===== config.mk =====
export PLATFORM = sky130hd
export DESIGN_NAME = dma_burst_controller_flat
export DESIGN_NICKNAME = d
export VERILOG_FILES = /design/src/rtl/dma_burst_controller_if.sv /design/src/rtl/dma_burst_controller.sv /design/src/flat_wrapper.sv
export SDC_FILE = /design/constraint.sdc
export NUM_CORES = 1
export LEC_CHECK = 0
export ABC_AREA = 1
export CAP_MARGIN = 20
export CORE_AREA = 10 10 91 173
export CTS_CLUSTER_DIAMETER = 60
export DETAILED_ROUTE_END_ITERATION = 12
export DIE_AREA = 0 0 101 183
export PLACE_DENSITY = 0.67
export SYNTH_ARGS = -nofsm -noshare
export SYNTH_HDL_FRONTEND = slang
export SYNTH_SLANG_ARGS = --single-unit

===== constraint.sdc =====
create_clock -name Clk -period 5 [get_ports Clk]
set_clock_uncertainty 0.15 [all_clocks]
set_input_delay 1 -clock Clk [delete_from_list [all_inputs] [get_ports Clk]]
set_output_delay 1 -clock Clk [all_outputs]
set_load 0.02 [all_outputs]

===== src/rtl/dma_burst_controller_if.sv =====
// Bus bundle between the DMA burst engine and its CPU/arbiter/memory/device neighbours.
// master = DMA engine side, slave = system side.
interface dma_burst_controller_if #(
   parameter int WORD_SIZE  = 16,
   parameter int BLOCK_SIZE = 64,
   parameter int IDX_W      = 4
);
   logic                  cmd_valid;
   logic [WORD_SIZE-1:0]  cmd_address;
   logic [WORD_SIZE-1:0]  cmd_length;
   logic                  BR;
   logic                  BG;
   logic                  mem_write;
   logic [WORD_SIZE-1:0]  mem_address;
   logic [BLOCK_SIZE-1:0] mem_data;
   logic                  mem_busy;
   logic [IDX_W-1:0]      dev_index;
   logic [BLOCK_SIZE-1:0] dev_data;
   logic                  cpu_mem_req;
   logic                  dma_busy;
   logic                  dma_end_interrupt;

   modport master (
      input  cmd_valid, cmd_address, cmd_length, BG, mem_busy, dev_data, cpu_mem_req,
      output BR, mem_write, mem_address, mem_data, dev_index, dma_busy, dma_end_interrupt
   );

   modport slave (
      output cmd_valid, cmd_address, cmd_length, BG, mem_busy, dev_data, cpu_mem_req,
      input  BR, mem_write, mem_address, mem_data, dev_index, dma_busy, dma_end_interrupt
   );
endinterface


===== src/rtl/dma_burst_controller.sv =====
// Bus-master DMA: writes a device payload to memory as 64-bit block writes under BR/BG.
// Optional macro DMA_CYCLE_STEAL_EN: yield the bus for one cycle between blocks on cpu_mem_req.
module dma_burst_controller #(
   parameter int WORD_SIZE   = 16,
   parameter int BLOCK_WORDS = 4,
   parameter int BLOCK_SIZE  = 64,
   parameter int IDX_W       = 4
) (
   input logic                    Clk,
   input logic                    Reset_N,
   dma_burst_controller_if.master bus
);

   typedef enum logic [2:0] {
      IDLE  = 3'd0,
      REQ   = 3'd1,
      ISSUE = 3'd2,
      WAIT  = 3'd3,
      DONE  = 3'd4
   } state_t;

   state_t               state_r;
   state_t               state_s;
   logic [WORD_SIZE-1:0] base_r;
   logic [WORD_SIZE-1:0] blocks_r;
   logic [WORD_SIZE-1:0] pos_r;
   logic                 busy_seen_r;
   logic [WORD_SIZE-1:0] quo_s;
   logic [WORD_SIZE-1:0] rem_s;
   logic [WORD_SIZE-1:0] blocks_s;
   logic                 last_s;
   logic                 wait_exit_s;
   logic                 steal_req_s;
   logic                 steal_hold_s;

`ifdef DMA_CYCLE_STEAL_EN
   logic steal_r;

   // One-cycle marker for the bus-yield REQ cycle between blocks
   always_ff @(posedge Clk or negedge Reset_N) begin
      if (!Reset_N) begin
         steal_r <= 1'b0;
      end else begin
         steal_r <= (state_r == WAIT) && wait_exit_s && !last_s && steal_req_s;
      end
   end

   assign steal_req_s  = bus.cpu_mem_req;
   assign steal_hold_s = steal_r;
`else
   logic unused_cpu_mem_req_s;
   assign unused_cpu_mem_req_s = bus.cpu_mem_req;
   assign steal_req_s          = 1'b0;
   assign steal_hold_s         = 1'b0;
`endif

   // Ceiling block count; quotient plus a remainder carry cannot overflow the word
   always_comb begin
      quo_s    = bus.cmd_length / WORD_SIZE'(BLOCK_WORDS);
      rem_s    = bus.cmd_length % WORD_SIZE'(BLOCK_WORDS);
      blocks_s = quo_s + {{(WORD_SIZE-1){1'b0}}, (rem_s != {WORD_SIZE{1'b0}})};
   end

   assign last_s      = (pos_r == (blocks_r - WORD_SIZE'(1)));
   assign wait_exit_s = busy_seen_r && !bus.mem_busy;

   // State register
   always_ff @(posedge Clk or negedge Reset_N) begin
      if (!Reset_N) begin
         state_r <= IDLE;
      end else begin
         state_r <= state_s;
      end
   end

   // Transfer context: base, block count, block position, busy-seen flag
   always_ff @(posedge Clk or negedge Reset_N) begin
      if (!Reset_N) begin
         base_r      <= {WORD_SIZE{1'b0}};
         blocks_r    <= {WORD_SIZE{1'b0}};
         pos_r       <= {WORD_SIZE{1'b0}};
         busy_seen_r <= 1'b0;
      end else begin
         if ((state_r == IDLE) && bus.cmd_valid && (blocks_s != {WORD_SIZE{1'b0}})) begin
            base_r   <= bus.cmd_address;
            blocks_r <= blocks_s;
            pos_r    <= {WORD_SIZE{1'b0}};
         end
         if (state_r == WAIT) begin
            if (wait_exit_s) begin
               busy_seen_r <= 1'b0;
               if (!last_s) begin
                  pos_r <= pos_r + WORD_SIZE'(1);
               end
            end else if (bus.mem_busy) begin
               busy_seen_r <= 1'b1;
            end
         end
      end
   end

   // Next-state logic
   always_comb begin
      state_s = state_r;
      case (state_r)
         IDLE: begin
            if (bus.cmd_valid) begin
               state_s = (blocks_s != {WORD_SIZE{1'b0}}) ? REQ : DONE;
            end else begin
               state_s = IDLE;
            end
         end
         REQ: begin
            if (steal_hold_s) begin
               state_s = REQ;
            end else if (bus.BG) begin
               state_s = ISSUE;
            end else begin
               state_s = REQ;
            end
         end
         ISSUE: begin
            // Losing the grant here returns to REQ without advancing the block
            if (!bus.BG) begin
               state_s = REQ;
            end else if (!bus.mem_busy) begin
               state_s = WAIT;
            end else begin
               state_s = ISSUE;
            end
         end
         WAIT: begin
            if (!wait_exit_s) begin
               state_s = WAIT;
            end else if (last_s) begin
               state_s = DONE;
            end else if (steal_req_s) begin
               state_s = REQ;
            end else begin
               state_s = ISSUE;
            end
         end
         DONE:    state_s = IDLE;
         default: state_s = IDLE;
      endcase
   end

   // Outputs decoded from state
   always_comb begin
      bus.BR                = 1'b0;
      bus.mem_write         = 1'b0;
      bus.dma_end_interrupt = 1'b0;
      bus.dma_busy          = (state_r != IDLE);
      bus.mem_address       = base_r + WORD_SIZE'(pos_r * WORD_SIZE'(BLOCK_WORDS));
      bus.mem_data          = bus.dev_data;
      bus.dev_index         = pos_r[IDX_W-1:0];
      case (state_r)
         IDLE:  bus.BR = 1'b0;
         REQ:   bus.BR = !steal_hold_s;
         ISSUE: begin
            bus.BR        = 1'b1;
            bus.mem_write = bus.BG;
         end
         WAIT:  bus.BR = 1'b1;
         DONE:  bus.dma_end_interrupt = 1'b1;
         default: begin
            bus.BR        = 1'b0;
            bus.mem_write = 1'b0;
         end
      endcase
   end

endmodule


===== src/flat_wrapper.sv =====
// flat-port wrapper written by rule: the top's interface ports become plain ports
module dma_burst_controller_flat 
#(
   parameter int WORD_SIZE   = 16,
   parameter int BLOCK_WORDS = 4,
   parameter int BLOCK_SIZE  = 64,
   parameter int IDX_W       = 4
)
  (Clk, Reset_N, bus_cmd_valid, bus_cmd_address, bus_cmd_length, bus_BG, bus_mem_busy, bus_dev_data, bus_cpu_mem_req, bus_BR, bus_mem_write, bus_mem_address, bus_mem_data, bus_dev_index, bus_dma_busy, bus_dma_end_interrupt);
  dma_burst_controller_if #(.WORD_SIZE(WORD_SIZE), .BLOCK_SIZE(BLOCK_SIZE), .IDX_W(IDX_W)) bus_i ();
  input logic Clk;
  input logic Reset_N;
  input wire logic [$bits(bus_i.cmd_valid)-1:0] bus_cmd_valid;
  input wire logic [$bits(bus_i.cmd_address)-1:0] bus_cmd_address;
  input wire logic [$bits(bus_i.cmd_length)-1:0] bus_cmd_length;
  input wire logic [$bits(bus_i.BG)-1:0] bus_BG;
  input wire logic [$bits(bus_i.mem_busy)-1:0] bus_mem_busy;
  input wire logic [$bits(bus_i.dev_data)-1:0] bus_dev_data;
  input wire logic [$bits(bus_i.cpu_mem_req)-1:0] bus_cpu_mem_req;
  output wire logic [$bits(bus_i.BR)-1:0] bus_BR;
  output wire logic [$bits(bus_i.mem_write)-1:0] bus_mem_write;
  output wire logic [$bits(bus_i.mem_address)-1:0] bus_mem_address;
  output wire logic [$bits(bus_i.mem_data)-1:0] bus_mem_data;
  output wire logic [$bits(bus_i.dev_index)-1:0] bus_dev_index;
  output wire logic [$bits(bus_i.dma_busy)-1:0] bus_dma_busy;
  output wire logic [$bits(bus_i.dma_end_interrupt)-1:0] bus_dma_end_interrupt;
  assign bus_i.cmd_valid = bus_cmd_valid;
  assign bus_i.cmd_address = bus_cmd_address;
  assign bus_i.cmd_length = bus_cmd_length;
  assign bus_i.BG = bus_BG;
  assign bus_i.mem_busy = bus_mem_busy;
  assign bus_i.dev_data = bus_dev_data;
  assign bus_i.cpu_mem_req = bus_cpu_mem_req;
  assign bus_BR = bus_i.BR;
  assign bus_mem_write = bus_i.mem_write;
  assign bus_mem_address = bus_i.mem_address;
  assign bus_mem_data = bus_i.mem_data;
  assign bus_dev_index = bus_i.dev_index;
  assign bus_dma_busy = bus_i.dma_busy;
  assign bus_dma_end_interrupt = bus_i.dma_end_interrupt;
  dma_burst_controller #(.WORD_SIZE(WORD_SIZE), .BLOCK_WORDS(BLOCK_WORDS), .BLOCK_SIZE(BLOCK_SIZE), .IDX_W(IDX_W)) u_core (.Clk(Clk), .Reset_N(Reset_N), .bus(bus_i));
endmodule

Word level (Yosys, flattened, before mapping)
Index checks and enable logic that the tools add are counted.

word-level totals
  register bits = 52
  bits in latches = 0
  bits in writable memories = 0
  bits in read-only memories = 0
  input port bits = 102
  output and inout port bits = 88
  logic and storage cells = 42
  memories kept = 0

operators by class
  $add $sub $neg = 4
  multipliers = 0
  divide/modulo/power cells = 0
  $lt $le $gt $ge = 0
  equal/unequal tests = 5
  shift-type cells = 0
  mux-type cells = 17
  bitwise logic cells = 0
  reduce and logical (&&, ||, !) cells = 11

operator list
  operator                                                              number
  16-bit two-way mux                                                    4
  16-bit nonzero test                                                   2
  16-bit by 1-bit adder with 16-bit output, second input constant       1
  16-bit adder                                                          1
  16-bit == test                                                        1
  16-bit by 1-bit subtractor with 16-bit output, second input constant  1
  14-bit by 1-bit adder with 15-bit output                              1
  3-bit two-way mux                                                     5
  3-bit case mux with 4 select lines                                    1
  3-bit by 2-bit == test with 1-bit output, second input constant       2
  1-bit two-way mux                                                     6
  3-bit by 1-bit == test with 1-bit output, second input constant       1
  3-bit == test, second input constant                                  1
  1-bit logical AND                                                     3
  3-bit zero test                                                       1
  3-bit nonzero test                                                    1
  3-bit OR reduction                                                    1
  2-bit two-way mux                                                     1
  2-bit AND reduction                                                   1
  2-bit nonzero test                                                    1
  1-bit zero test                                                       1

Longest topological paths before layout
Gate-level depths: netlist of the first run.

  depth in word-level cells = 8
  gate-level depth with buffers = 17
  gate-level depth less buffers = 16

Worst setup path after synthesis of the first run
No wires, ideal clock.

  kind = flip-flop to output port
  from = register u_core.pos_r[2]
  to = output bus_mem_address[13]
  arrival = 2.024 ns
  required time = 3.850 ns
  slack = 1.826 ns
  cell stages (with the launch flop) = 11
  path buffers = 0
  path through = dfrtp_1 > ha_1 > a21oi_1 > nand2_1 > a21boi_0 > nor2_1 > inv_1 > nand3_1 > nand2_1 > o21ai_0 > xor2_1

between the ends
  cells in the longest elaborated chain, start to end = 1

ends and longest elaborated chain
  item                      line                         text
  start: declaration        dma_burst_controller.sv:26   logic [WORD_SIZE-1:0] pos_r;
  start signal: assignment  dma_burst_controller.sv:81   pos_r <= {WORD_SIZE{1'b0}};
  start signal: assignment  dma_burst_controller.sv:87   pos_r <= {WORD_SIZE{1'b0}};
  start signal: assignment  dma_burst_controller.sv:93   pos_r <= pos_r + WORD_SIZE'(1);
  16-bit adder              dma_burst_controller.sv:154  bus.mem_address = base_r + WORD_SIZE'(pos_r * WORD_SIZE'(BLOCK_WORDS));
  end: declaration          flat_wrapper.sv:22           output wire logic [$bits(bus_i.mem_address)-1:0] bus_mem_address;

Every way passes these cells.

Final worst setup path of the first run
Same ends and word-level chain as after synthesis.

==> results_dict.tcl, run 1 <==
set metrics [dict create \
    syn-num-nets 760 \
    hold_viol_final 0 \
    cts_setup_buffers 0 \
    status "finished clean" \
    rsz0062_at_grt "no" \
    slew_headroom_pct 55.8 \
    fin_nets 746 \
    period_minus_slack_ns 4.21 \
    worstPathMaxFanout 8 \
    cp_data_required_time_ns 3.85 \
    async_reset_ff_share_pct 100 \
    cp-end-kind "primary output" \
    firstDrtPassIters 4 \
    dieArea_sq_mm 0.0185 \
    period_share_pct 84.2 \
    min_path_type "reg -> reg" \
    numClockSinks 51 \
    post-synth-top-area-cell "dfrtp_1" \
    cts.clk_slew.worst_paths_ns 0.07 \
    overflow 0 \
    cts_tree "done" \
    yosys-top-cells-area "dfrtp_1 (29%), nand2_1 (14%), buf_4 (13%)" \
    cts_resized 0 \
    synth_edf_count 0 \
    die_x_microns 101 \
    avgViaCountPerCell 4.84 \
    syn-cell-area_sq_mm 0.00446 \
    initial_core_util_pct 34.5 \
    synth_top_area_share_pct 28.6 \
    p_total_mw 2.45 \
    htree_levels 2 \
    io_pins 190 \
    finalWirelength_mm 10.6 \
    yosysUniqueCellTypes 39 \
    grt_pass1_wl_mm 17.5 \
    grt_pass1_vias 3743 \
    io_buffers 60 \
    seq_area_frac_synth_pct 28.6 \
    die_h_microns 183 \
    area_delta_synth_final_pct 7.44 \
    start_kind "flip-flop" \
    antenna_found_initial 0 \
    tightest_slew_ns 0.662 \
    setup_violations 0 \
    slew_violations 0 \
    ys_seq_elements 51 \
    remaining_drc_errors 0 \
    ctsHoldBuffers 0 \
    maxCapViolCount 0 \
    ant_nets 0 \
    clock_latency_ns 0.29 \
    synth_ff_type "dfrtp_1" \
    vdd_drop_max_mv 0.417 \
    ys_warn_count 0 \
    num_rows 59 \
    final_cell_mix "nand2_1 (164), inv_1 (65), nand3_1 (64)" \
    crit_arrival_ns 3.06 \
    core_sq_mm 0.0129 \
    layout_commonest_cell "nand2_1" \
    cts.path.max_buffers 2 \
    syn_inst 640 \
    num_antenna_cells 0 \
    via_count 3768 \
    post_drt_wl_per_cell_microns 13.6 \
    routabilityCongestion 0.831 \
    hpwl_mm 8.52 \
    syn_area_per_cell_sq_um 6.97 \
    drive_gt1_share_pct 4.15 \
    cellPowerDensity_mw_per_mm2 511 \
    root_buffer "clkbuf_16" \
    p_leak_nw 2.37 \
    fmax_ghz 0.237 \
    drt_iter0_markers 155 \
    cts_buffers 5 \
    grt_usage_pct 11.5 \
    critPathKind "reg -> out" \
    fin_tns_setup_ns 0 \
    grt_max_degree 62 \
]
-- metal layers --
metal | track usage, % | share of wire (%) | vias to the layer above
met5 | 0 | 0 | -
li1 | - | - | 1933
met1 | 10.4 | 33 | 1718
met2 | 22.5 | 57 | 83
met4 | 6.78 | 3.8 | 0
met3 | 1.77 | 5.4 | 34
-- worst max-delay path, cell delays in order (launching register included) --
cell	delay, ns
dfrtp_1	0.48
ha_1	0.40
a21oi_1	0.16
nand2_1	0.10
a21boi_0	0.42
nor2_1	0.09
inv_1	0.09
nand3_1	0.07
nand2_1	0.11
o21ai_0	0.10
xor2_1	0.13
clkdlybuf4s50_1	0.62
-- cells by family (layout without fill, tap and decap cells) --
kind of cell             Yosys count  in the layout  synth area share, %
AO/OA/AOI/OAI                     49             49                 5.86
buffers and inverters            154            141                 19.8
AND/OR/NAND/NOR                  322            322                 31.5
XOR/XNOR                          46             46                 9.03
adder cells (fa/ha/maj)           18             18                 5.22
flip-flops                        51             51                 28.6
-- metrics by stage --
stage | utilization (%) | std cells | cell area [sq um] | worst slack [ns] | hold WS [ns]
after floorplan | - | 640 | 4460 | 1.83 | 0.293
after global placement | 36.0 | 771 | 4650 | 1.03 | 0.308
after detailed placement | 36.0 | 771 | 4650 | 0.984 | 0.316
after CTS | 37.1 | 779 | 4790 | 0.733 | 0.333
after global routing | 37.1 | 779 | 4790 | 0.584 | 0.356
final | 37.1 | 779 | 4790 | 0.789 | 0.329
-- worst paths after layout --
path                               startpoint                   to  slack (ns)  cells past startpoint
min                          u_core.base_r[2]     u_core.base_r[2]        0.33                      2
max                           u_core.pos_r[2]  bus_mem_address[13]        0.79                     11
max in group asynchronous             Reset_N    u_core.state_r[0]        3.59                      2
min in group asynchronous             Reset_N     u_core.base_r[2]        0.66                      2
max reg2reg                u_core.blocks_r[0]     u_core.pos_r[13]        1.78                     13
min reg2reg                  u_core.base_r[2]     u_core.base_r[2]        0.33                      2
-- synth_stat cells, types with 3 or more instances --
library cell,count
a21oi_1,21
buf_2,5
buf_4,75
dfrtp_1,51
ha_1,17
inv_1,65
inv_2,3
nand2_1,164
nand3_1,64
nand3_2,4
nand3b_1,3
nand4_1,7
nor2_1,57
nor3_1,11
o21ai_0,18
o21ai_1,3
xnor2_1,17
xor2_1,29
-- layout make-up --
cell class	count	area, sq um
clock inverters	2	12.5
repair buffers	63	618
multi-input cells	435	2300
fillers	1364	8130
inverters	70	263
well taps	152	190
clock buffers	6	129
flip-flops and latches	51	1280
-- registers in the layout, indices dropped and copies added, names as in the netlist --
| signal | cells |
|---|---|
| u_core.base_r | 16 |
| u_core.blocks_r | 15 |
| u_core.busy_seen_r | 1 |
| u_core.pos_r | 16 |
| u_core.state_r | 3 |
-- report_power, final --
| part | switching, mW | total, mW | leakage [nW] | internal, mW |
|---|---|---|---|---|
| logic | 0.794 | 1.39 | 1.66 | 0.595 |
| clock network | 0.149 | 0.333 | 0.0669 | 0.185 |
| registers | 0.154 | 0.725 | 0.642 | 0.571 |
| total | 1.10 | 2.45 | 2.37 | 1.35 |
Note: power is estimated with default switching activity, not from simulation.
==> inputs of run 2 (changes only) <==
Settings changed: PLACE_DENSITY 0.67 to 0.7.
Clock period 5 ns to 3.8 ns, I/O delays scaled along.
==> run 2 against run 1 <==
Net effect: first-iteration DRC count shrank 12%; worst hold slack got worse by 0.0071 ns; clock-buffer cell count down 1; total power is 34% higher; clock power increased by 32%; sequential share of layout area fell by 0.51 points; design area rose by 2.0%; combinational power up 36%; global-route usage rose by 0.50 points; register-to-register slack worse by 0.68 ns; critical path depth down 1; critical path type unchanged; largest cell class unchanged.
==> results_dict.tcl, run 2 (synthesis results as in run 1) <==
set metrics [dict create \
    status "finished clean" \
    io_buffers 60 \
    routabilityCongestion 0.845 \
    antenna_found_initial 0 \
    initial_core_util_pct 34.5 \
    p_leak_nw 2.43 \
    cts.path.max_buffers 2 \
    top_regs "u_core.base_r: 16 flops, u_core.pos_r: 16 flops, u_core.blocks_r: 15 flops" \
    setup_violations 0 \
    finalWirelength_mm 10.9 \
    grt_usage_pct 12.0 \
    fin_nets 754 \
    critPathCapture "bus_mem_address[12]" \
    drt_iter0_markers 136 \
    avgViaCountPerCell 4.84 \
    root_buffer "clkbuf_16" \
    worstPathMaxFanout 3 \
    rsz0062_at_grt "no" \
    period_share_pct 96.0 \
    fill_cells 1344 \
    cts_tree "done" \
    io_pins 190 \
    cts_resized 0 \
    fmax_ghz 0.274 \
    final_util_pct 37.8 \
    ff2ff_path_depth 15 \
    die_h_microns 183 \
    num_antenna_cells 0 \
    overflow 0 \
    slew_headroom_pct 59.1 \
    setup_slack_ns 0.153 \
    hold_viol_final 0 \
    die_x_microns 101 \
    firstDrtPassIters 4 \
    post_drt_wl_per_cell_microns 13.9 \
    p_total_mw 3.29 \
    cts_setup_buffers 0 \
    clock_latency_ns 0.30 \
    timing.hold.ws_ns 0.322 \
    r2r_start "u_core.blocks_r[0]" \
    final_cell_mix "nand2_1 (164), inv_1 (65), nand3_1 (64)" \
    r2r_end "u_core.pos_r[11]" \
    layout_commonest_cell "nand2_1" \
    core_sq_mm 0.0129 \
    via_count 3807 \
    cp-end-kind "primary output" \
    fin_tns_setup_ns 0 \
    cts_buffers 5 \
    area_delta_synth_final_pct 9.62 \
    pre_cts_slack_ns 0.331 \
    num_rows 59 \
    cellPowerDensity_mw_per_mm2 672 \
    slew_violations 0 \
    htree_levels 2 \
    numClockSinks 51 \
    tightest_slew_ns 0.614 \
    r2r_slack_ns 1.10 \
    maxCapViolCount 0 \
    start_kind "flip-flop" \
    ctsHoldBuffers 0 \
    critPathKind "reg -> out" \
    critPathLaunch "u_core.pos_r[0]" \
    min_path_type "in -> async" \
    hpwl_mm 8.90 \
    period_minus_slack_ns 3.65 \
    grt_pass1_vias 3965 \
    cp_data_required_time_ns 2.89 \
    cts.clk_slew.worst_paths_ns 0.07 \
    remaining_drc_errors 0 \
    drive_gt1_share_pct 5.83 \
    ant_nets 0 \
    vdd_drop_max_mv 0.428 \
    dieArea_sq_mm 0.0185 \
    grt_pass1_wl_mm 18.1 \
    crit_arrival_ns 2.74 \
    grt_max_degree 46 \
]
## run 2: cell count changes in the layout (fill, tap and decap cells not counted), sizes merged
| cell | change |
|---|---|
| buf | +8 |
| clkbuf | -1 |
| clkdlybuf4s50 | -2 |
| clkinvlp | +1 |
| dlymetal6s2s | +2 |
## run 2: final cells by class
class / count / area, sq um / share of cell area, %
clock buffer: 5 / 125 / 2.56
sequential: 51 / 1280 / 26.1
inverter: 70 / 263 / 5.37
tap: 152 / 190 / 3.89
multi-input combinational: 435 / 2320 / 47.4
clock inverter: 3 / 20.0 / 0.410
timing repair buffer: 71 / 696 / 14.2
## run 2: layer usage
| layer | global-route usage [%] | up-vias | wire length, microns |
|---|---|---|---|
| met5 | 0 | - | 0 |
| met4 | 8.85 | 0 | 612 |
| met3 | 2.30 | 56 | 725 |
| met2 | 23.5 | 89 | 6180 |
| met1 | 9.93 | 1713 | 3390 |
| li1 | - | 1949 | - |
## run 2: worst min-delay path by stage
stage	start	endpoint	slack, ns
2_1_floorplan	u_core.base_r[0]	u_core.base_r[0]	0.29
3_3_place_gp	u_core.base_r[10]	u_core.base_r[10]	0.31
3_5_place_dp	u_core.base_r[7]	u_core.base_r[7]	0.32
4_1_cts	u_core.base_r[7]	u_core.base_r[7]	0.33
5_1_grt	u_core.busy_seen_r	u_core.busy_seen_r	0.36
6_report	Reset_N	u_core.base_r[0]	0.32
## run 2: critical path, stage by stage (launching register included)
cell	delay, ns
dfrtp_1	0.36
ha_1	0.18
inv_1	0.06
fa_1	0.40
inv_1	0.11
a31oi_4	0.13
inv_1	0.10
a31oi_1	0.11
o21ai_0	0.21
xor2_1	0.16
clkdlybuf4s50_1	0.62
## run 2: stage by stage
stage,instance area (sq um),instances
2_1_floorplan,4460,640
3_3_place_gp,4720,779
3_5_place_dp,4720,779
4_1_cts,4870,787
5_1_grt,4890,787
6_report,4890,787
## run 2: power breakdown
group          internal, mW  switching (mW)
combinational         0.819            1.08
clock                 0.243           0.198
sequential            0.752           0.199
total                  1.81            1.47
==> inputs of run 3 (changes only) <==
Settings changed: PLACE_DENSITY 0.7 to default, PLACE_DENSITY_LB_ADDON from default to 0.05.
==> run 3 against run 2 <==
Net effect: fmax shrank 0.35%; non-clock buffer count grew 5; first-iteration DRC count shrank 12%; register-to-register slack lost 0.14 ns; cell count grew 0.64%; sequential cell count is the same; global-route usage grew 1.4 points; via count grew 1.2%; combinational power grew 3%; total power grew 5.7%; sequential share of layout area shrank 0.45 points; highest routed layer unchanged.
==> results_dict.tcl, run 3 (synthesis results as in run 1) <==
set metrics [dict create \
    drt_iter0_markers 120 \
    root_buffer "clkbuf_16" \
    use_met3_pct 2.03 \
    overflow 0 \
    grt_pass1_wl_mm 19.6 \
    grt_usage_pct 13.4 \
    remaining_drc_errors 0 \
    fin_nets 759 \
    cts_tree "done" \
    cellPowerDensity_mw_per_mm2 698 \
    io_pins 190 \
    die_h_microns 183 \
    cts_buffers 5 \
    ant_nets 0 \
    dp.cells 784 \
    num_rows 59 \
    top_regs "u_core.base_r: 16 flops, u_core.pos_r: 16 flops, u_core.blocks_r: 15 flops" \
    min_path_type "reg -> reg" \
    layout_commonest_cell "nand2_1" \
    io_buffers 60 \
    hold_viol_final 0 \
    num_antenna_cells 0 \
    final_util_pct 38.5 \
    period_minus_slack_ns 3.66 \
    grt_pass1_vias 4075 \
    crit_buf_inv 4 \
    cp-end-kind "primary output" \
    worstPathMaxFanout 7 \
    area_delta_synth_final_pct 11.5 \
    grt_max_degree 37 \
    cts.clk_slew.worst_paths_ns 0.07 \
    drive_gt1_share_pct 6.41 \
    final_cell_mix "nand2_1 (164), inv_1 (65), nand3_1 (64)" \
    start_kind "flip-flop" \
    antenna_found_initial 0 \
    maxCapViolCount 0 \
    cp_common_cell "inv_1" \
    met2_usage_pct 27.2 \
    routabilityCongestion 0.881 \
    crit_arrival_ns 2.75 \
    path_delay_family "buffers and inverters" \
    die_x_microns 101 \
    top_usage_layer "met2" \
    vdd_drop_max_mv 0.399 \
    fmax_ghz 0.273 \
    slew_violations 0 \
    crit_chain "inv_1 -> fa_1 -> inv_1 -> a31oi_2 -> inv_1 -> a31oi_1 -> o21ai_0 -> xor2_1 -> clkdlybuf4s50_1" \
    fin_tns_setup_ns 0 \
    initial_core_util_pct 34.5 \
    slowest_stage "clkdlybuf4s50_1" \
    cp_data_required_time_ns 2.89 \
    cts_setup_buffers 0 \
    max_stage_delay_ns 0.62 \
    htree_levels 2 \
    clock_latency_ns 0.30 \
    rsz0062_at_grt "no" \
    finalNonFillerCells 792 \
    avgViaCountPerCell 4.86 \
    core_sq_mm 0.0129 \
    setup_violations 0 \
    post_drt_wl_per_cell_microns 15.5 \
    tightest_slew_ns 0.848 \
    cts.path.max_buffers 2 \
    critPathKind "reg -> out" \
    p_leak_nw 2.48 \
    period_share_pct 96.3 \
    dieArea_sq_mm 0.0185 \
    hpwl_mm 9.95 \
    numClockSinks 51 \
    use_met1_pct 11.5 \
    via_count 3852 \
    finalWirelength_mm 12.3 \
    status "finished clean" \
    firstDrtPassIters 4 \
    slew_headroom_pct 43.5 \
]
==> run 3: area by class of cell <==
class / instances / area [sq um]
flip-flops and latches: 51 / 1280
multi-input cells: 435 / 2310
fillers: 1402 / 7950
clock buffers: 6 / 129
well taps: 152 / 190
repair buffers: 76 / 746
inverters: 70 / 263
clock inverters: 2 / 60.1
==> run 3: per-stage QoR <==
stage	hold slack [ns]	area [sq um]	total power, mW	setup WS, ns
after floorplan	0.293	4460	2.31	0.866
after global placement	0.308	4770	2.91	0.184
after detailed placement	0.316	4770	2.93	0.181
after CTS	0.334	4960	3.54	0.0350
after global routing	0.372	4970	3.80	0.000478
final	0.325	4970	3.47	0.140
==> run 3: tightest hold or removal path: stages (launching register included) <==
cell     delay, ns
dfrtp_1       0.35
nand2_1       0.05
nand2_1       0.05
==> run 3: path summary, 6_finish.rpt <==
check / cells after the start / from / end / slack, ns
worst max-delay path: 9 / u_core.pos_r[1] / bus_mem_address[12] / 0.14
worst min-delay path: 2 / u_core.base_r[0] / u_core.base_r[0] / 0.32
worst max register to register: 16 / u_core.blocks_r[0] / u_core.pos_r[11] / 0.96
worst min register to register: 2 / u_core.base_r[0] / u_core.base_r[0] / 0.32
max in group asynchronous: 2 / Reset_N / u_core.base_r[11] / 2.34
min in group asynchronous: 1 / Reset_N / u_core.blocks_r[0] / 0.42
==> run 3: metal layers <==
layer / wire, microns / up-vias / part of all wire, %
met1: 4190 / 1763 / 34
met3: 490 / 30 / 4.0
met2: 7130 / 97 / 58
li1: - / 1962 / -
met5: 0 / - / 0
met4: 437 / 0 / 3.6
==> run 3: where the power goes <==
| part | leakage [nW] | total, mW | internal (mW) | switching, mW |
|---|---|---|---|---|
| combinational | 1.75 | 1.94 | 0.840 | 1.10 |
| sequential | 0.640 | 0.953 | 0.751 | 0.201 |
| clock | 0.0911 | 0.581 | 0.378 | 0.203 |
| total | 2.48 | 3.47 | 1.97 | 1.50 |
==> run 3: timing repair <==
| item | 4_1_cts | 5_1_grt |
|---|---|---|
| endpoints found under the hold margin | 0 | 0 |
| setup endpoints to repair | 1 | 3 |
| hold buffers | 0 | 0 |
| gates resized for setup | 1 | 3 |
==> edit 1: new RTL, settings of run 2 <==
The 5 states of `state_t` get a one-hot encoding in 5 bits.
--- a/src/rtl/dma_burst_controller.sv
+++ b/src/rtl/dma_burst_controller.sv
@@ -11,12 +11,12 @@
    dma_burst_controller_if.master bus
 );
 
-   typedef enum logic [2:0] {
-      IDLE  = 3'd0,
-      REQ   = 3'd1,
-      ISSUE = 3'd2,
-      WAIT  = 3'd3,
-      DONE  = 3'd4
+   typedef enum logic [4:0] {
+      IDLE  = 5'b00001,
+      REQ   = 5'b00010,
+      ISSUE = 5'b00100,
+      WAIT  = 5'b01000,
+      DONE  = 5'b10000
    } state_t;
 
    state_t               state_r;
Formal check against the unedited RTL: same outputs for any inputs over 10 cycles, from zero or initial values and one cycle with Reset_N low; not proved beyond that.
==> edit 1 against run 2 <==
Total power fell by 16%. Sequential power down 6.9%. Sequential cell count is 2 higher. Synthesized area grew 4.1%. Hold slack worse by 0.041 ns. Worst setup slack gained 0.046 ns. Design area up 4.1%. Die area stayed put. Clock power up 5.0%. Wire length rose by 11%. Combinational power down 25%. Largest cell class unchanged.
==> edit 1: results (changes against run 2) <==
Parameter                              Value

Critical path
  Cell class contributing the biggest share of worst-path delay    buffers and inverters
  Largest stage delay on the critical path    0.62 ns (about the same)
  Destination of the worst register-to-register timing path    u_core.pos_r[14]$_DFF_PN0_
  Data arrival time of the worst path    2.69 ns (-0.05 ns)
  Reg2reg path depth    15 (unchanged)
  Launching point of the worst reg2reg path    u_core.blocks_r[0]$_DFFE_PN0P_
  Beginning of the critical path    u_core.pos_r[0]$_DFF_PN0_
  Cell with the biggest individual delay on the critical path    clkdlybuf4s50_1
  Slack of the worst reg-to-reg path    1.17 ns (+0.07 ns)
  Largest fanout of any net on the critical path    3 (unchanged)

Yosys
  Sequential-to-total area share from yosys stat    28.6% (about the same)
  Avg Inst Size Synth    7.01 um^2 (+0.64%)
  Leading cell types by count after synthesis    nand2_1, buf_4, inv_1
  Most frequently used flop master after synthesis    dfrtp_1
  Ys Warns    0 (unchanged)
  Top area cells in the synthesized netlist    dfrtp_1, nand2_1, buf_4
  Synth async-reset ratio    100% (unchanged)
  Synth unique cells    37 (-5.1%)
  Post-synthesis net count    782 (+2.9%)

Finish
  Filler instances    1301 (-3.2%)
  Final instance count without filler cells    812 (+3.2%)
  Registers with the highest flip-flop counts    u_core.base_r (16), u_core.pos_r (16), u_core.blocks_r (15)
  Antenna diodes    0 (unchanged)
  Proportion of layout cells with a drive suffix above 1    7.73% (+1.9 points)

Placement
  Area of placed instances    4900 um^2 (+3.8%)
  Placed wire-length estimate    9750 um (+9.6%)
  Placed Instances    803 (+3.1%)
  Final RePlAce weighted congestion    0.904 (+7.0%)
  Number of buffer cells added on primary ports    60 (unchanged)
  Pre-CTS worst setup slack    0.0702 ns (-0.261 ns)

GRT
  Overall fraction of global-route tracks in use    13.2% (+1.2 points)
  Via count of the first global-routing pass    4044 (+2.0%)
  Wire length of the first global-routing pass    19700 um (+8.9%)
  Antenna violations before repair    0 (unchanged)

Timing
  Time the final worst path needs with I/O delays and setup    3.60 ns (-0.0462 ns)
  Final Hold Slack    0.281 ns (-0.0410 ns)
  Least-Margin Pin Slew    0.596 ns (-0.0181 ns)
  Count of endpoints failing setup in the final report    0 (unchanged)

Detailed routing
  First-pass detailed-route iteration total    7 (+3)
  Via density per instance    4.97 (+2.8%)
  DR iter-0 viols    196 (+44%)
  Total wire length    12100 um (+11%)

Pwr
  Switching fraction of total power    43.8% (-1.0 points)
  Worst ir drop on vdd    0.000310 V (-28%)
  Leakage    2.59 nW (+6.4%)

CTS
  Reg clk slew, reported paths    0.07 ns (about the same)
  Maximum root-to-sink buffer count    2 (unchanged)
  CTS Root Buffer Type    clkbuf_16
  H-tree depth    2 (unchanged)
  Number of post-CTS setup repair buffers    0 (unchanged)
  Number of buffers inserted during clock tree synthesis    5 (unchanged)
  Latest clock arrival within the worst-skew pair    0.30 ns (about the same)

Hold path
  Classification of the worst-slack hold path    in2async

Outcome
  Result of the run    complete, no violations
edit 1: cell families after synthesis:
group	count (synthesis)	synth area share (%)
AOI/OAI and AO/OA	60	7.44
xor gates and xnor gates	43	8.11
adders and majority gates	18	5.01
buffers and inverters	156	19.1
DFF	53	28.6
and+or+nand+nor	332	31.8
edit 1: area by class of cell:
type / instances / area, um^2 / area share [%]
Multi-Input combinational cell: 453 / 2440 / 47.9
Sequential cell: 53 / 1330 / 26.1
Timing Repair Buffer: 72 / 706 / 13.9
Inverter: 74 / 278 / 5.46
Tap cell: 152 / 190 / 3.74
Clock buffer: 5 / 125 / 2.46
Clock inverter: 3 / 21.3 / 0.418
edit 1: worst max-delay path by stage:
stage	end	slack, ns
floorplan	u_core.blocks_r[2]$_DFFE_PN0P_	0.87
global placement	u_core.blocks_r[0]$_DFFE_PN0P_	0.16
detailed placement	u_core.blocks_r[0]$_DFFE_PN0P_	0.07
CTS	bus_mem_address[12]	0.04
global route	bus_mem_address[11]	0.06
finish	bus_mem_address[14]	0.20
edit 1: repair_timing:
action | in CTS | in global routing
gates resized for setup | 4 | 4
gates cloned | 0 | 0
setup endpoints to repair | 3 | 4
edit 1: per-layer routing:
layer,vias up,GRT usage (%),share of wire (%)
met5,-,0,0
met4,0,9.80,7.2
met3,76,1.69,5.3
met2,126,24.8,55
met1,1805,12.2,33
li1,2030,-,-
edit 1: power by group through the flow:
stage               logic, mW  registers (mW)  clock network, mW
floorplan                1.12           0.848                  0
global placement         1.41           0.887                  0
detailed placement       1.42           0.893                  0
CTS                      1.43           0.883              0.476
global route             1.60           0.903              0.496
finish                   1.41           0.884              0.463
==> edit 2: new RTL, config.mk and constraints of run 2 <==
Made on the original files. Add a define of `DMA_CYCLE_STEAL_EN`.
--- a/src/rtl/dma_burst_controller.sv
+++ b/src/rtl/dma_burst_controller.sv
@@ -1,5 +1,7 @@
 // Bus-master DMA: writes a device payload to memory as 64-bit block writes under BR/BG.
 // Optional macro DMA_CYCLE_STEAL_EN: yield the bus for one cycle between blocks on cpu_mem_req.
+`define DMA_CYCLE_STEAL_EN
+
 module dma_burst_controller #(
    parameter int WORD_SIZE   = 16,
    parameter int BLOCK_WORDS = 4,
Behaviour: not the same (Yosys sat finds a counterexample within 10 cycles, from zero or initial values and one cycle with Reset_N low).
==> edit 2 against run 2 <==
Design area up 1.9%. Synthesized area up 1.8%. Worst setup slack better by 0.12 ns. Non-clock buffer count down 2. First-iteration DRC count up 52%. Sequential cell count up 1. Wire length up 5.4%. Total power down 2.4%. Critical path type unchanged. Largest power group unchanged.
==> edit 2: results (changes against run 2) <==
Parameter                              Value

Pwr
  Internal power    1.78 mW (-1.8%)
  Leakage    2.55 nW (+4.7%)
  Worst ir drop on vdd    0.000353 V (-18%)

Placement
  Placed Instances    799 (+2.6%)
  Number of buffer cells added on primary ports    61 (+1.7%)
  Placed wire-length estimate    9340 um (+5.0%)
  Final RePlAce weighted congestion    0.907 (+7.3%)
  Area of placed instances    4790 um^2 (+1.5%)

GRT
  GR Util met1    10.8% (+0.90 points)
  Overall fraction of global-route tracks in use    12.3% (+0.33 points)
  Met2 Use GR    24.9% (+1.4 points)
  Via count of the first global-routing pass    3893 (-1.8%)
  Met3 track utilization from global routing    1.62% (-0.68 points)

Outcome
  Result of the run    complete, no violations

Timing
  Worst rel slew slack    58.5% (-0.53 points)
  Final Hold Slack    0.317 ns (-0.00498 ns)
  Post-route setup slack    0.271 ns (+0.118 ns)

Yosys
  Arithmetic-cell share of the synthesized area counting full adders, half adders and majority gates    5.13% (-0.092 points)
  Top area cells in the synthesized netlist    dfrtp_1, nand2_1, buf_4
  Cell count after synthesis    662 (+3.4%)
  Leading cell types by count after synthesis    nand2_1, buf_4, inv_1
  Sequential-to-total area share from yosys stat    28.7% (+0.046 points)
  Complex-gate fraction of the synthesized area    6.28% (+0.42 points)
  Parity-gate share of the synthesized area counting xor and xnor cells    8.88% (-0.16 points)

Critical path
  Reg2reg path depth    13 (-2)
  Beginning of the critical path    u_core.pos_r[11]$_DFF_PN0_
  Destination of the worst register-to-register timing path    u_core.pos_r[1]$_DFF_PN0_
  Slack of the worst reg-to-reg path    1.00 ns (-0.10 ns)
  Largest fanout of any net on the critical path    6 (+3)
  Data arrival time of the worst path    2.62 ns (-0.12 ns)

Finish
  Area growth from synthesis to layout    9.70% (about the same)
  Final Net Count    775 (+2.8%)
  Filler instances    1347 (+0.22%)
  Final instance count without filler cells    808 (+2.7%)

Detailed routing
  DR iter-0 viols    207 (+52%)
  Drt wl/cell    14.2 um (+2.6%)
  Via density per instance    4.81 (-0.53%)
==> edit 2: cell count changes after synthesis, sizes merged, moves of 2 or more <==
cell	delta
nor2	+3
clkinv	-2
o21ai	+11
a21oi	-8
buf	-2
or2	+2
xnor2	-2
nand3	-23
nand2	+30
xor2	+2
nor3	-2
inv	+4
nand3b	-2
nand4	+7
==> edit 2: final cells by class <==
| class | count | share of cell area (%) |
|---|---|---|
| flip-flops and latches | 52 | 26.2 |
| well taps | 152 | 3.82 |
| multi-input cells | 455 | 47.4 |
| repair buffers | 69 | 13.8 |
| clock buffers | 5 | 2.51 |
| clock inverters | 3 | 0.955 |
| inverters | 72 | 5.43 |
==> edit 2: layer usage <==
metal / vias to the layer above / share of wire (%)
li1: 2001 / -
met1: 1767 / 34
met2: 71 / 58
met3: 49 / 4.4
met4: 0 / 3.7
met5: - / 0
==> edit 2: cell families (layout without fill, tap and decap cells) <==
| family | after synthesis | after routing |
|---|---|---|
| AO/OA/AOI/OAI | 53 | 53 |
| AND/OR/NAND/NOR | 338 | 338 |
| adder cells (fa/ha/maj) | 18 | 18 |
| XOR/XNOR | 46 | 46 |
| flip-flops | 52 | 52 |
| buffers and inverters | 155 | 149 |
==> edit 2: power by group through the flow <==
stage	Combinational, mW	Sequential [mW]	Clock, mW
6_report	1.76	0.927	0.524
5_1_grt	1.99	0.954	0.556
4_1_cts	1.79	0.925	0.540
3_5_place_dp	1.79	0.935	0
3_3_place_gp	1.76	0.928	0
2_1_floorplan	1.37	0.880	0
==> edit 2: repair_timing <==
action | 4_1_cts | 5_1_grt
setup endpoints to repair | 3 | 4
pin swaps | 0 | 1
setup buffers | 0 | 1
gates resized for setup | 3 | 5
